[config.mk]
export PLATFORM = sky130hd
export DESIGN_NAME = pipe_hazard_ctrl
export DESIGN_NICKNAME = d
export VERILOG_FILES = /design/src/rtl/pipe_hazard_ctrl.sv
export SDC_FILE = /design/constraint.sdc
export NUM_CORES = 1
export LEC_CHECK = 0
export BUFFER_PORTS_ARGS = -buffer_cell sky130_fd_sc_hd__buf_2
export CORE_ASPECT_RATIO = 0.5
export CORE_MARGIN = 3
export CORE_UTILIZATION = 47
export CTS_BUF_LIST = sky130_fd_sc_hd__clkbuf_4 sky130_fd_sc_hd__clkbuf_8 sky130_fd_sc_hd__clkbuf_16
export CTS_CLUSTER_DIAMETER = 120
export DETAILED_ROUTE_END_ITERATION = 8
export PLACE_DENSITY = 0.76
export SETUP_SLACK_MARGIN = 0.1
export SYNTH_ARGS = -nofsm -noshare
export SYNTH_HDL_FRONTEND = slang
export SYNTH_SLANG_ARGS = --single-unit
export TNS_END_PERCENT = 30
[constraint.sdc]
create_clock -name clk -period 2 [get_ports clk]
set_clock_uncertainty 0.2 [all_clocks]
set_input_delay 0.3 -clock clk [delete_from_list [all_inputs] [get_ports clk]]
set_output_delay 0.3 -clock clk [all_outputs]
set_load 0.05 [all_outputs]
[src/rtl/pipe_hazard_ctrl.sv]
// Stall/flush sequencer for a 5-stage pipeline: load-use, redirect and
// multi-cycle data-memory handling with saturating statistics.
module pipe_hazard_ctrl #(
    parameter int MAX_WAIT = 16,
    parameter int CNT_W    = 16
) (
    input  logic             clk,
    input  logic             reset,
    input  logic [4:0]       id_rs_addr,
    input  logic [4:0]       id_rt_addr,
    input  logic             id_uses_rt,
    input  logic             ex_MemRead,
    input  logic [4:0]       ex_rt_addr,
    input  logic             ex_branch_taken,
    input  logic             ex_jump,
    input  logic             mem_req,
    input  logic             mem_ready,
    output logic             pc_en,
    output logic             pc_redirect,
    output logic             if_id_en,
    output logic             if_id_flush,
    output logic             id_ex_en,
    output logic             id_ex_flush,
    output logic             ex_mem_en,
    output logic             mem_wb_flush,
    output logic [CNT_W-1:0] stall_count,
    output logic [CNT_W-1:0] flush_count,
    output logic             mem_timeout
);

    typedef enum logic [1:0] {RUN, MEM_WAIT, HALT} state_t;

    state_t     state, state_nxt;
    logic [7:0] wait_cnt, wait_nxt;
    logic       timeout_nxt;
    logic       load_use, redirect, mem_stall;

    always_comb begin
        load_use  = ex_MemRead && (ex_rt_addr != 5'd0) &&
                    ((ex_rt_addr == id_rs_addr) || (id_uses_rt && ex_rt_addr == id_rt_addr));
        redirect  = ex_branch_taken || ex_jump;
        mem_stall = mem_req && !mem_ready;
    end

    always_ff @(posedge clk) begin
        if (!reset) begin
            state       <= RUN;
            wait_cnt    <= '0;
            stall_count <= '0;
            flush_count <= '0;
            mem_timeout <= 1'b0;
        end else begin
            state       <= state_nxt;
            wait_cnt    <= wait_nxt;
            mem_timeout <= timeout_nxt;
            if (!pc_en && stall_count != '1)
                stall_count <= stall_count + 1'b1;
            if (pc_redirect && flush_count != '1)
                flush_count <= flush_count + 1'b1;
        end
    end

    always_comb begin
        state_nxt   = state;
        wait_nxt    = wait_cnt;
        timeout_nxt = mem_timeout;
        case (state)
            RUN: begin
                if (mem_stall) begin
                    state_nxt = MEM_WAIT;
                    wait_nxt  = 8'd1;
                end
            end
            MEM_WAIT: begin
                if (mem_ready) begin
                    state_nxt = RUN;
                    wait_nxt  = '0;
                end else if (wait_cnt == 8'(MAX_WAIT - 1)) begin
                    state_nxt   = HALT;
                    timeout_nxt = 1'b1;
                end else begin
                    wait_nxt = wait_cnt + 8'd1;
                end
            end
            HALT:    state_nxt = HALT;
            default: state_nxt = RUN;
        endcase
    end

    // Branch/load-use inputs only matter in RUN; MEM_WAIT holds EX so they are re-seen later.
    always_comb begin
        pc_en        = 1'b1;
        pc_redirect  = 1'b0;
        if_id_en     = 1'b1;
        if_id_flush  = 1'b0;
        id_ex_en     = 1'b1;
        id_ex_flush  = 1'b0;
        ex_mem_en    = 1'b1;
        mem_wb_flush = 1'b0;
        if (!reset) begin
            pc_en        = 1'b0;
            if_id_en     = 1'b0;
            id_ex_en     = 1'b0;
            ex_mem_en    = 1'b0;
            if_id_flush  = 1'b1;
            id_ex_flush  = 1'b1;
            mem_wb_flush = 1'b1;
        end else begin
            case (state)
                RUN: begin
                    if (mem_stall) begin
                        pc_en        = 1'b0;
                        if_id_en     = 1'b0;
                        id_ex_en     = 1'b0;
                        ex_mem_en    = 1'b0;
                        mem_wb_flush = 1'b1;
                    end else if (redirect) begin
                        pc_redirect = 1'b1;
                        if_id_flush = 1'b1;
                        id_ex_flush = 1'b1;
                    end else if (load_use) begin
                        pc_en       = 1'b0;
                        if_id_en    = 1'b0;
                        id_ex_flush = 1'b1;
                    end
                end
                MEM_WAIT: begin
                    if (!mem_ready) begin
                        pc_en        = 1'b0;
                        if_id_en     = 1'b0;
                        id_ex_en     = 1'b0;
                        ex_mem_en    = 1'b0;
                        mem_wb_flush = 1'b1;
                    end
                end
                default: begin
                    pc_en        = 1'b0;
                    if_id_en     = 1'b0;
                    id_ex_en     = 1'b0;
                    ex_mem_en    = 1'b0;
                    mem_wb_flush = 1'b1;
                end
            endcase
        end
    end

endmodule

# After elaboration in Yosys (flattened, before gate mapping)
# Index checks and enable logic that the tools add are counted.
[totals]
ramBits = 0
romBits = 0
regBits = 43
output_inout_bits = 41
latch_bits = 0
memories = 0
[op_classes]
reduce_logical = 16
mul = 0
n_shift = 0
eq_ne = 10
muxes = 31
order_cmp = 0
div = 0
bitwise = 1
addsub = 3
[op_table]
columns = ["operator", "count"]
rows = [
  ["$add 16x1->16 const B", 2],
  ["$ne 16x16->1 const B", 2],
  ["$mux 8", 3],
  ["$mux 1", 20],
  ["$pmux 8 s2", 1],
  ["$eq 5x5->1", 2],
  ["$add 8x1->8 const B", 1],
  ["$eq 8x4->1 const B", 1],
  ["$logic_and 1x1->1", 6],
  ["$mux 2", 3],
  ["$ne 3x3->1 const B", 2],
  ["$pmux 1 s2", 3],
  ["$pmux 2 s3", 1],
  ["$reduce_and 3->1", 2],
  ["$reduce_bool 5->1", 1],
  ["$eq 2x1->1 const B", 1],
  ["$eq 2x2->1 const B", 1],
  ["$logic_not 1->1", 2],
  ["$logic_not 2->1", 1],
  ["$logic_or 1x1->1", 2],
  ["$ne 2x2->1 const B", 1],
  ["$reduce_and 2->1", 1],
  ["$reduce_bool 2->1", 1],
  ["$not 1->1", 1],
]

# Longest topological paths before layout
# Gate-level depths: netlist of the first run.
[logic_depth]
word_depth = 11
depth_mapped = 8
ltp_nobuf = 7

# Worst setup path after synthesis of the first run
# Ideal clock, no wire load.
[synth_timing]
path_type = "flip-flop to output port"
startpoint = "reg state[0]"
endpoint = "out pc_en"
arrival_time_ns = 3.245
slack_ns = -1.745
stages_incl_launch_ff = 7
n_path_buf = 2
cell_sequence = "dfxtp_1 o21ba_2 nor3_1 inv_1 a31oi_1 buf_6 buf_4"
[synth_between]
elab_chain_len = 3
word_cells_on_any_way = 4
[synth_lines]
columns = ["element", "line", "text"]
rows = [
  ["start, declared", "33", "state_t state, state_nxt;"],
  ["start signal, assigned", "53", "state <= state_nxt;"],
  ["$eq 2x1->1 or $logic_not 2->1 (tied branches)", "-", ""],
  ["$pmux 1 s2 *", "-", ""],
  ["$mux 1 *", "-", ""],
  ["end, declared", "18", "output logic pc_en,"],
]
# Every way passes the cells marked *; elsewhere a longest branch is shown, timed or not.

# Worst setup path after layout of the first run
[layout_timing]
startpoint = "reg stall_count[4]"
endpoint = "reg stall_count[15]"
[layout_between]
elab_chain_len = 2
word_cells_on_any_way = 3
[layout_lines]
columns = ["element", "line", "text"]
rows = [
  ["start, declared", "26", "output logic [CNT_W-1:0] stall_count,"],
  ["start signal, assigned", "57", "stall_count <= stall_count + 1'b1;"],
  ["parallel branches: the longest is 2 deep, another holds $add 16x1->16", "-", ""],
]
# Several ways; the timed one is not identified.
# A chain may end at the register's enable or synchronous reset.

==> results of run 1 <==
## cell usage in the layout (no fill, tap or decap), types with 3 or more instances in the layout
master	Yosys	layout
buf_2	2	53
o21ai_1	2	6
buf_4	2	57
nand2_1	20	18
o31ai_1	6	6
a21oi_2	0	7
buf_6	2	9
nor3_2	0	3
nand4_1	10	10
nor2_1	38	35
nor4_4	0	3
and4_1	4	3
xor2_1	11	11
o21ai_0	12	7
or3_4	0	5
mux2i_1	3	3
dfxtp_2	0	10
and3_1	4	3
nor3_1	7	3
buf_8	0	5
or3_1	8	4
dfxtp_4	0	9
dfxtp_1	43	24
inv_2	1	3
xnor2_1	19	18
or4_4	0	3
or4_1	8	5
inv_1	8	6
clkbuf_8	0	5
nand3_1	17	14
a21oi_1	16	9
## power groups by stage
stage          sequential, uW  clock [uW]  combinational [uW]
3_5_place_dp              894           0                 319
6_report                  878         765                 404
3_3_place_gp              893           0                 311
4_1_cts                   875         775                 378
5_1_grt                   880         825                 427
2_1_floorplan             937           0                 164
## sequential cells by signal (all words and copies together), names as in the netlist
name / flops
stall_count: 16
flush_count: 16
wait_cnt: 8
mem_timeout: 1
state: 2
## what timing repair did
item / CTS / global route
pin swaps: 23 / 34
endpoints found under the setup margin: 36 / 49
gates resized for setup: 54 / 35
gates cloned: 1 / 0
setup buffers: 6 / 11
## worst min-delay path, stage by stage
cell and delay [ns]:
buf_2 0.12, o21ba_4 0.17, nand2_1 0.05, nor2_1 0.04
## cells by family after synthesis
logic type      synth area share [%]
buf+inv                        4.454
flops                          38.31
simple gates                   29.73
xor+xnor                       11.69
fa+ha+maj                      1.671
compound gates                 12.81
mux                            1.336
## layout make-up
class                      instances  area, um^2
clock buffer                       7       101.3
timing repair buffer             125       889.6
inverter                           9       33.78
tap                               66       82.58
sequential                        43       907.1
multi-input combinational        211        1558
fill                             275       907.1
clock inverter                     1       30.03
## final timing paths
check | endpoint | cells past startpoint | slack (ns)
worst max-delay path | stall_count[15] | 8 | -0.17
worst min-delay path | state[0] | 4 | 0.22
worst min register to register | mem_timeout | 2 | 0.30
worst max register to register | stall_count[15] | 8 | -0.17
## stage by stage
step / setup TNS (ns) / area (um^2) / worst slack [ns] / hold slack (ns) / power, uW
finish: -1.571 / 3602 / -0.1693 / 0.2217 / 2047
global route: -3.636 / 3602 / -0.2421 / 0.2342 / 2133
CTS: -0.7411 / 3396 / -0.1180 / 0.2120 / 2028
detailed placement: -4.474 / 3014 / -0.2946 / 0.2662 / 1213
global placement: -3.547 / 3014 / -0.2542 / 0.2816 / 1204
floorplan: -8.070 / 2322 / -0.7162 / 0.2371 / 1101
## routing by layer
| metal | track usage [%] | vias up | share of wire [%] |
|---|---|---|---|
| met2 | 43.72 | 86 | 51 |
| met4 | 8.168 | 0 | 2.3 |
| met3 | 5.098 | 16 | 5.1 |
| met5 | 0 | - | 0 |
| li1 | - | 1208 | - |
| met1 | 25.53 | 1210 | 41 |
==> qor.yml, run 1 <==
status: "complete, but fails checks"
violations: "negative setup slack"
synth_edf_count: 0
p_switching_uw: 550.5
power_density_mw_per_mm2: 568.4
clk_pin_slew_worst_paths_ns: 0.08
synthArstFlopShare_pct: 0
worstPathMaxFanout: 4
worstMarginPinSlew_ns: 0.3987
drv_cap: 0
placed_cells: 439
drcViolationCount: 0
drtPass1Iterations: 4
dieHeight_um: 54.90
initial_utilization_pct: 49.83
num_antenna_cells: 0
ctsRootBufferMaster: "clkbuf_8"
drive_gt1_share_pct: 50.76
finalCritPeriodShare_pct: 108.5
routed_wl_um: 7107
p_sw_share_pct: 26.89
synth_top_area_share_pct: 38.31
syn-instance-count: 273
nets: 421
grt_first_pass_wirelength_um: 10280
finalHoldViolations: 0
power_frac_clock_pct: 37.4
track_usage_pct: 22.47
setup_ws_ns: -0.1693
rows: 17
timing.fmax_mhz: 461.0
cts_tree: "built"
worstPathArrival_ns: 2.19
tritoncts.num_buffers: 5
drtAntennaViolNets: 0
critPathMaxStageDelay_ns: 0.35
worstSetupPathType: "reg -> reg"
yosysTopAreaCell: "dfxtp_1"
avgSynthCellArea_um2: 8.231
dieArea_mm2: 0.005697
hp-start: "mem_ready"
vias: 2520
syn_area_mm2: 0.002247
die_w_um: 103.8
synth_area_leaders: "dfxtp_1 38%, xnor2_1 7.4%, nor2_1 6.3%"
first_iter_violations: 124
via_per_inst: 5.455
rsz0062_at_grt: "true"
post-dp-hpwl_um: 4561
leakagePower_uw: 0.001512
ctsHoldBuffers: 0
slew_violations: 0
setup_viol: 21
hp-class: "in -> reg"
period_needed_ns: 2.169
fin_util_pct: 79.88
p_int_uw: 1497
r2r-start: "stall_count[4]"
cts_buffer_depth: 2
cp_cell_sequence: "nand4_1 -> nor2_2 -> and4_4 -> buf_4 -> nand3_4 -> buf_6 -> nor4_4 -> mux2i_1"
wl_per_cell_um: 15.38
final_cells: 462
synth.yosys.seq_area_share_pct: 38.31
seq_power_share_pct: 42.9
synth_commonest_cells: "43 x dfxtp_1, 38 x nor2_1, 20 x nand2_1, 19 x xnor2_1, 17 x nand3_1"
critical-path-top-delay-family: "simple AND/OR/NAND/NOR gates"
htreeDepth: 2
worst_ep_required_time_ns: 2.02
antenna_found_initial: 0
grt_pass1_vias: 2297
numPortBuffers: 63
core-area_mm2: 0.004509
overflow: 0
cp_num_buf_inv: 2
syn_to_final_growth_pct: 60.30
grt_max_degree: 21
synth_flop_cell: "dfxtp_1"
yosys_warnings: 0
yosysMostFrequentCell: "dfxtp_1"
syn-num-nets: 299
startpoint_type: "register"
endpoint_kind: "register"
yosysUniqueCellTypes: 39
crit_path_top_delay_cell: "dfxtp_4"
num_io_pins: 64
insertion_delay_ns: 0.29
globalplace.congestion: 0.8400
power_frac_comb_pct: 19.7
slew_headroom_pct: 73.31
cp-startpoint: "stall_count[4]"
cts_num_sinks: 43
ys_ff_latch: 43
ir_worst_vdd_mv: 0.3798
No activity file was read; power rests on OpenSTA's default activity.
==> inputs of run 2 (changes only) <==
Settings changed: ABC_AREA set to 1, CORE_UTILIZATION 47 to 49, CTS_CLUSTER_SIZE set to 12, PLACE_DENSITY 0.76 to 0.77.
==> qor.yml, run 2 <==
status: "complete, but fails checks"
violations: "negative setup slack"
track_usage_pct: 20.50
ff2ff_path_depth: 13
hp-class: "in -> reg"
cp_cell_sequence: "inv_4 -> nand2_4 -> nor2_4 -> inv_2 -> nand2_4 -> nand2_8 -> clkinvlp_4 -> nand2_4 -> clkinvlp_4 -> buf_8"
finalHoldViolations: 0
p_switching_uw: 552.5
multi_input_area_mm2: 0.001643
routed_wl_um: 6916
leakagePower_uw: 0.001629
tritoncts.num_buffers: 5
antenna_found_initial: 0
wl_per_cell_um: 11.88
clk_pin_slew_worst_paths_ns: 0.08
die_w_um: 110.4
initial_utilization_pct: 52.51
synth_top_area_share_pct: 32.21
power_frac_comb_pct: 20.7
seq_area_um2: 883.3
first_iter_violations: 130
post-dp-hpwl_um: 4952
timing.fmax_mhz: 498.1
seq_power_share_pct: 48.6
slew_violations: 0
num_io_pins: 64
worstMarginPinSlew_ns: 0.3972
total_power_uw: 1815
worstPathMaxFanout: 4
synth.yosys.seq_area_share_pct: 32.21
via_per_inst: 5.027
finalCritPeriodShare_pct: 100.4
yosys_warnings: 0
synthArstFlopShare_pct: 0
cts_tree: "built"
globalplace.congestion: 0.8720
drtPass1Iterations: 4
power_frac_clock_pct: 30.7
rsz0062_at_grt: "true"
p_int_uw: 1263
numPortBuffers: 63
placed_cells: 558
layout_commonest_cell: "nand2_1"
vias: 2926
syn_to_final_growth_pct: 34.36
endpoint_kind: "output port"
nets: 537
rows: 18
grt_first_pass_wirelength_um: 11140
dieHeight_um: 58.22
syn-num-nets: 441
cts_buffer_depth: 2
slew_headroom_pct: 73.27
htreeDepth: 2
syn_area_mm2: 0.002673
startpoint_type: "register"
setup_viol: 2
layout_common_cells: "106 x nand2_1, 58 x buf_2, 52 x inv_1"
syn-instance-count: 415
avgSynthCellArea_um2: 6.440
final_area_mm2: 0.003591
drtAntennaViolNets: 0
grt_pass1_vias: 2625
cp_common_cell: "nand2_4"
reg_top3: "flush_count (16), stall_count (16), wait_cnt (8)"
insertion_delay_ns: 0.29
synth_edf_count: 0
yosysMostFrequentCell: "nand2_1"
period_needed_ns: 2.008
yosysTopAreaCell: "dfxtp_1"
crit_path_top_delay_cell: "dfxtp_2"
drcViolationCount: 0
worstPathArrival_ns: 1.51
critPathMaxStageDelay_ns: 0.33
ys_ff_latch: 43
ctsRootBufferMaster: "clkbuf_8"
hp-start: "reset"
synth_area_leaders: "dfxtp_1 32%, nand2_1 16%, nand3_1 8.2%"
p_sw_share_pct: 30.44
grt_max_degree: 36
ff2ff_setup_slack_ns: 0.17
hold_depth: 3
synth_commonest_cells: "111 x nand2_1, 55 x inv_1, 44 x nand3_1, 43 x dfxtp_1, 38 x a21oi_1"
synth_flop_cell: "dfxtp_1"
overflow: 0
cts_num_sinks: 43
worstSetupPathType: "reg -> out"
place_area_mm2: 0.003269
fillers: 462
worst_ep_required_time_ns: 1.50
yosysUniqueCellTypes: 32
core-area_mm2: 0.005090
r2r-end: "stall_count[10]"
final_cells: 582
drv_cap: 0
drive_gt1_share_pct: 29.49
num_antenna_cells: 0
setup_ws_ns: -0.007750
r2r-start: "state[0]"
ir_worst_vdd_mv: 0.2740
min_to: "stall_count[0]"
power_density_mw_per_mm2: 505.5
dieArea_mm2: 0.006430
## run 2: critical path: cells and delay by family (launching register included)
kind / cells / cell delay [ns]
buf+inv: 5 / 0.50
simple gates: 5 / 0.39
flops: 1 / 0.33
## run 2: timing repair
action	in CTS	in global routing
hold buffers	0	0
resized for setup	10	22
buffers inserted	5	10
setup endpoints to repair	8	40
cloned	0	1
pin swaps	2	6
## run 2: cell families (layout without fill, tap and decap cells)
family / count (synthesis) / count (layout) / synth area share [%]
AO/OA/AOI/OAI: 50 / 50 / 9.738
XOR/XNOR: 25 / 25 / 8.193
adder cells (fa/ha/maj): 3 / 3 / 1.405
buffers and inverters: 71 / 167 / 10.95
flip-flops: 43 / 43 / 32.21
AND/OR/NAND/NOR: 223 / 224 / 37.50
## run 2: how the worst max path moves through the flow
| stage | end | cells past startpoint | start |
|---|---|---|---|
| 2_1_floorplan | pc_en | 11 | mem_ready |
| 3_3_place_gp | pc_en | 11 | ex_rt_addr[4] |
| 3_5_place_dp | pc_en | 9 | ex_rt_addr[2] |
| 4_1_cts | if_id_en | 10 | state[1] |
| 5_1_grt | pc_en | 10 | state[0] |
| 6_report | if_id_en | 10 | state[0] |
## run 2: area by class of cell
cell class	count	area share (%)
inverters	59	6.585
well taps	70	2.439
flip-flops and latches	43	24.60
repair buffers	100	18.15
multi-input cells	302	45.75
clock inverters	2	0.3484
clock buffers	6	2.125
## run 2: stage by stage
step | hold WS, ns | setup WS, ns | utilization, % | setup TNS (ns)
finish | 0.1867 | -0.007750 | 70.55 | -0.01444
global route | 0.1863 | -0.07473 | 70.55 | -0.2702
CTS | 0.1806 | 0.01822 | 67.28 | 0
detailed placement | 0.2406 | 0.1033 | 64.23 | 0
global placement | 0.2372 | 0.1223 | 64.23 | 0
floorplan | 0.2709 | -0.4439 | - | -3.215
## run 2: power groups by stage
| stage | logic (uW) | clock network (uW) | registers, uW |
|---|---|---|---|
| finish | 376 | 558 | 881 |
| global route | 406 | 600 | 884 |
| detailed placement | 322 | 0 | 903 |
| floorplan | 201 | 0 | 937 |
| global placement | 319 | 0 | 902 |
| CTS | 343 | 570 | 883 |
## run 2: layer usage
layer | up-vias | GRT usage, % | share of wire, %
met2 | 70 | 38.10 | 49
li1 | 1511 | - | -
met1 | 1338 | 24.54 | 45
met4 | 0 | 4.561 | 0.84
met5 | - | 0 | 0
met3 | 7 | 4.901 | 5.3
==> inputs of run 3 (changes only) <==
--- a/config.mk
+++ b/config.mk
@@ -6,14 +6,13 @@
 export NUM_CORES = 1
 export LEC_CHECK = 0
-export ABC_AREA = 1
 export BUFFER_PORTS_ARGS = -buffer_cell sky130_fd_sc_hd__buf_2
 export CORE_ASPECT_RATIO = 0.5
 export CORE_MARGIN = 3
-export CORE_UTILIZATION = 49
+export CORE_UTILIZATION = 47
 export CTS_BUF_LIST = sky130_fd_sc_hd__clkbuf_4 sky130_fd_sc_hd__clkbuf_8 sky130_fd_sc_hd__clkbuf_16
 export CTS_CLUSTER_DIAMETER = 120
 export CTS_CLUSTER_SIZE = 12
 export DETAILED_ROUTE_END_ITERATION = 8
-export PLACE_DENSITY = 0.77
+export PLACE_DENSITY = 0.76
 export SETUP_SLACK_MARGIN = 0.1
 export SYNTH_ARGS = -nofsm -noshare
==> constraint.sdc (replaced) <==
create_clock -name clk -period 2 [get_ports clk]
set_clock_uncertainty 0.2 [all_clocks]
set_input_delay 0.3 -clock clk [delete_from_list [all_inputs] [get_ports clk]]
set_output_delay 0.3 -clock clk [all_outputs]
set_load 0.02 [all_outputs]
==> qor.yml, run 3 (synthesized netlist as in run 1, its figures left out) <==
status: "complete, but fails checks"
violations: "negative setup slack"
clk_pin_slew_worst_paths_ns: 0.09
track_usage_pct: 22.47
wl_per_cell_um: 15.27
core-area_mm2: 0.004509
tritoncts.num_buffers: 5
reg_top3: "flush_count (16), stall_count (16), wait_cnt (8)"
fillers: 303
r2r-end: "stall_count[14]"
cts_tree: "built"
worstPathMaxFanout: 6
dieArea_mm2: 0.005697
post-dp-hpwl_um: 4369
total_power_uw: 1777
htreeDepth: 2
drtAntennaViolNets: 0
startpoint_type: "register"
hp-class: "in -> reg"
cp_num_cells: 8
place_area_mm2: 0.002985
wl_met2_um: 3680
p_int_uw: 1286
dp_slack_ns: -0.2377
finalHoldViolations: 0
crit_path_top_delay_cell: "or4_1"
setup_viol: 18
rsz0062_at_grt: "true"
r2r-start: "stall_count[6]"
ff2ff_setup_slack_ns: -0.20
final_area_mm2: 0.003481
worst_ep_required_time_ns: 2.00
seq_area_um2: 879.6
critPathMaxStageDelay_ns: 0.49
period_needed_ns: 2.196
routed_wl_um: 7010
multi_input_area_mm2: 0.001556
num_antenna_cells: 0
wl_met3_um: 323
worstMarginPinSlew_ns: 0.5874
ff2ff_path_depth: 8
slew_headroom_pct: 60.58
setup-tns-final_ns: -0.7085
setup_ws_ns: -0.1964
nets: 418
layout_commonest_cell: "buf_2"
via_per_inst: 5.438
seq_power_share_pct: 50.0
drcViolationCount: 0
drt-met1-wl_um: 2871
finalCritPeriodShare_pct: 109.8
drive_gt1_share_pct: 48.35
cts_num_sinks: 43
ctsRootBufferMaster: "clkbuf_8"
cp-startpoint: "stall_count[6]"
power_frac_comb_pct: 18.6
ctsHoldBuffers: 0
insertion_delay_ns: 0.29
slew_violations: 0
endpoint_kind: "register"
cp_num_buf_inv: 2
num_io_pins: 64
grt_first_pass_wirelength_um: 10210
rows: 17
syn_to_final_growth_pct: 54.90
ir_worst_vdd_mv: 0.2847
power_density_mw_per_mm2: 510.5
first_iter_violations: 75
globalplace.congestion: 0.8026
antenna_found_initial: 0
overflow: 0
drtPass1Iterations: 4
highest_layer: "met4"
worstSetupEndpoint: "stall_count[14]"
drv_cap: 0
p_switching_uw: 491.0
leakagePower_uw: 0.001442
grt_pass1_vias: 2245
dieHeight_um: 54.90
die_w_um: 103.8
worstSetupPathType: "reg -> reg"
p_sw_share_pct: 27.63
cp_cell_sequence: "nand4_1 -> nor2_2 -> buf_4 -> nand4_1 -> o21bai_1 -> buf_4 -> or4_1 -> a21oi_1"
vias: 2496
worstPathArrival_ns: 2.20
critical-path-top-delay-family: "simple AND/OR/NAND/NOR gates"
power_frac_clock_pct: 31.5
layout_common_cells: "56 x buf_2, 55 x buf_4, 35 x nor2_1"
initial_utilization_pct: 49.83
numPortBuffers: 63
grt_max_degree: 26
timing.fmax_mhz: 455.3
cts_buffer_depth: 2
==> run 3: layout make-up <==
class,instances,area share [%]
clock inverters,2,0.3595
flip-flops and latches,43,25.27
multi-input cells,210,44.72
clock buffers,6,2.193
well taps,66,2.372
inverters,9,1.042
repair buffers,123,24.05
==> run 3: power by group through the flow <==
stage,clock network [uW],logic (uW),registers [uW]
after floorplan,0,140,921
after global placement,0,262,901
after detailed placement,0,270,902
after CTS,561,310,888
after global routing,607,359,891
final,559,330,888
==> run 3: what timing repair did <==
action                     4_1_cts  5_1_grt
setup endpoints to repair       35       48
buffers inserted                 6        8
cloned                           0        1
pin swaps                       31       21
gates resized for setup         54       25
==> run 3: how the worst min path moves through the flow <==
stage          depth (start not counted)              end   startpoint  slack, ns
2_1_floorplan                          2  flush_count[15]        reset       0.24
3_3_place_gp                           2      mem_timeout  mem_timeout       0.28
3_5_place_dp                           2      mem_timeout  mem_timeout       0.28
4_1_cts                                4      wait_cnt[0]    mem_ready       0.23
5_1_grt                                4   flush_count[1]        reset       0.26
6_report                               4      wait_cnt[0]    mem_ready       0.21
==> run 3: stage by stage <==
stage | cells | hold WS, ns | util (%)
global placement | 436 | 0.2815 | 66.20
floorplan | 273 | 0.2387 | -
CTS | 450 | 0.2285 | 73.86
global route | 459 | 0.2633 | 77.19
detailed placement | 436 | 0.2837 | 66.20
finish | 459 | 0.2111 | 77.19
==> run 3: per-layer routing <==
metal	global-route usage (%)	vias up
li1	-	1202
met1	25.76	1200
met2	44.16	79
met3	5.098	15
met4	6.623	0
met5	0	-
==> run 3: tightest hold or removal path, cell delays in order <==
cell     delay, ns
buf_2         0.13
o21ai_0       0.09
nor2_1        0.09
nor3_1        0.05
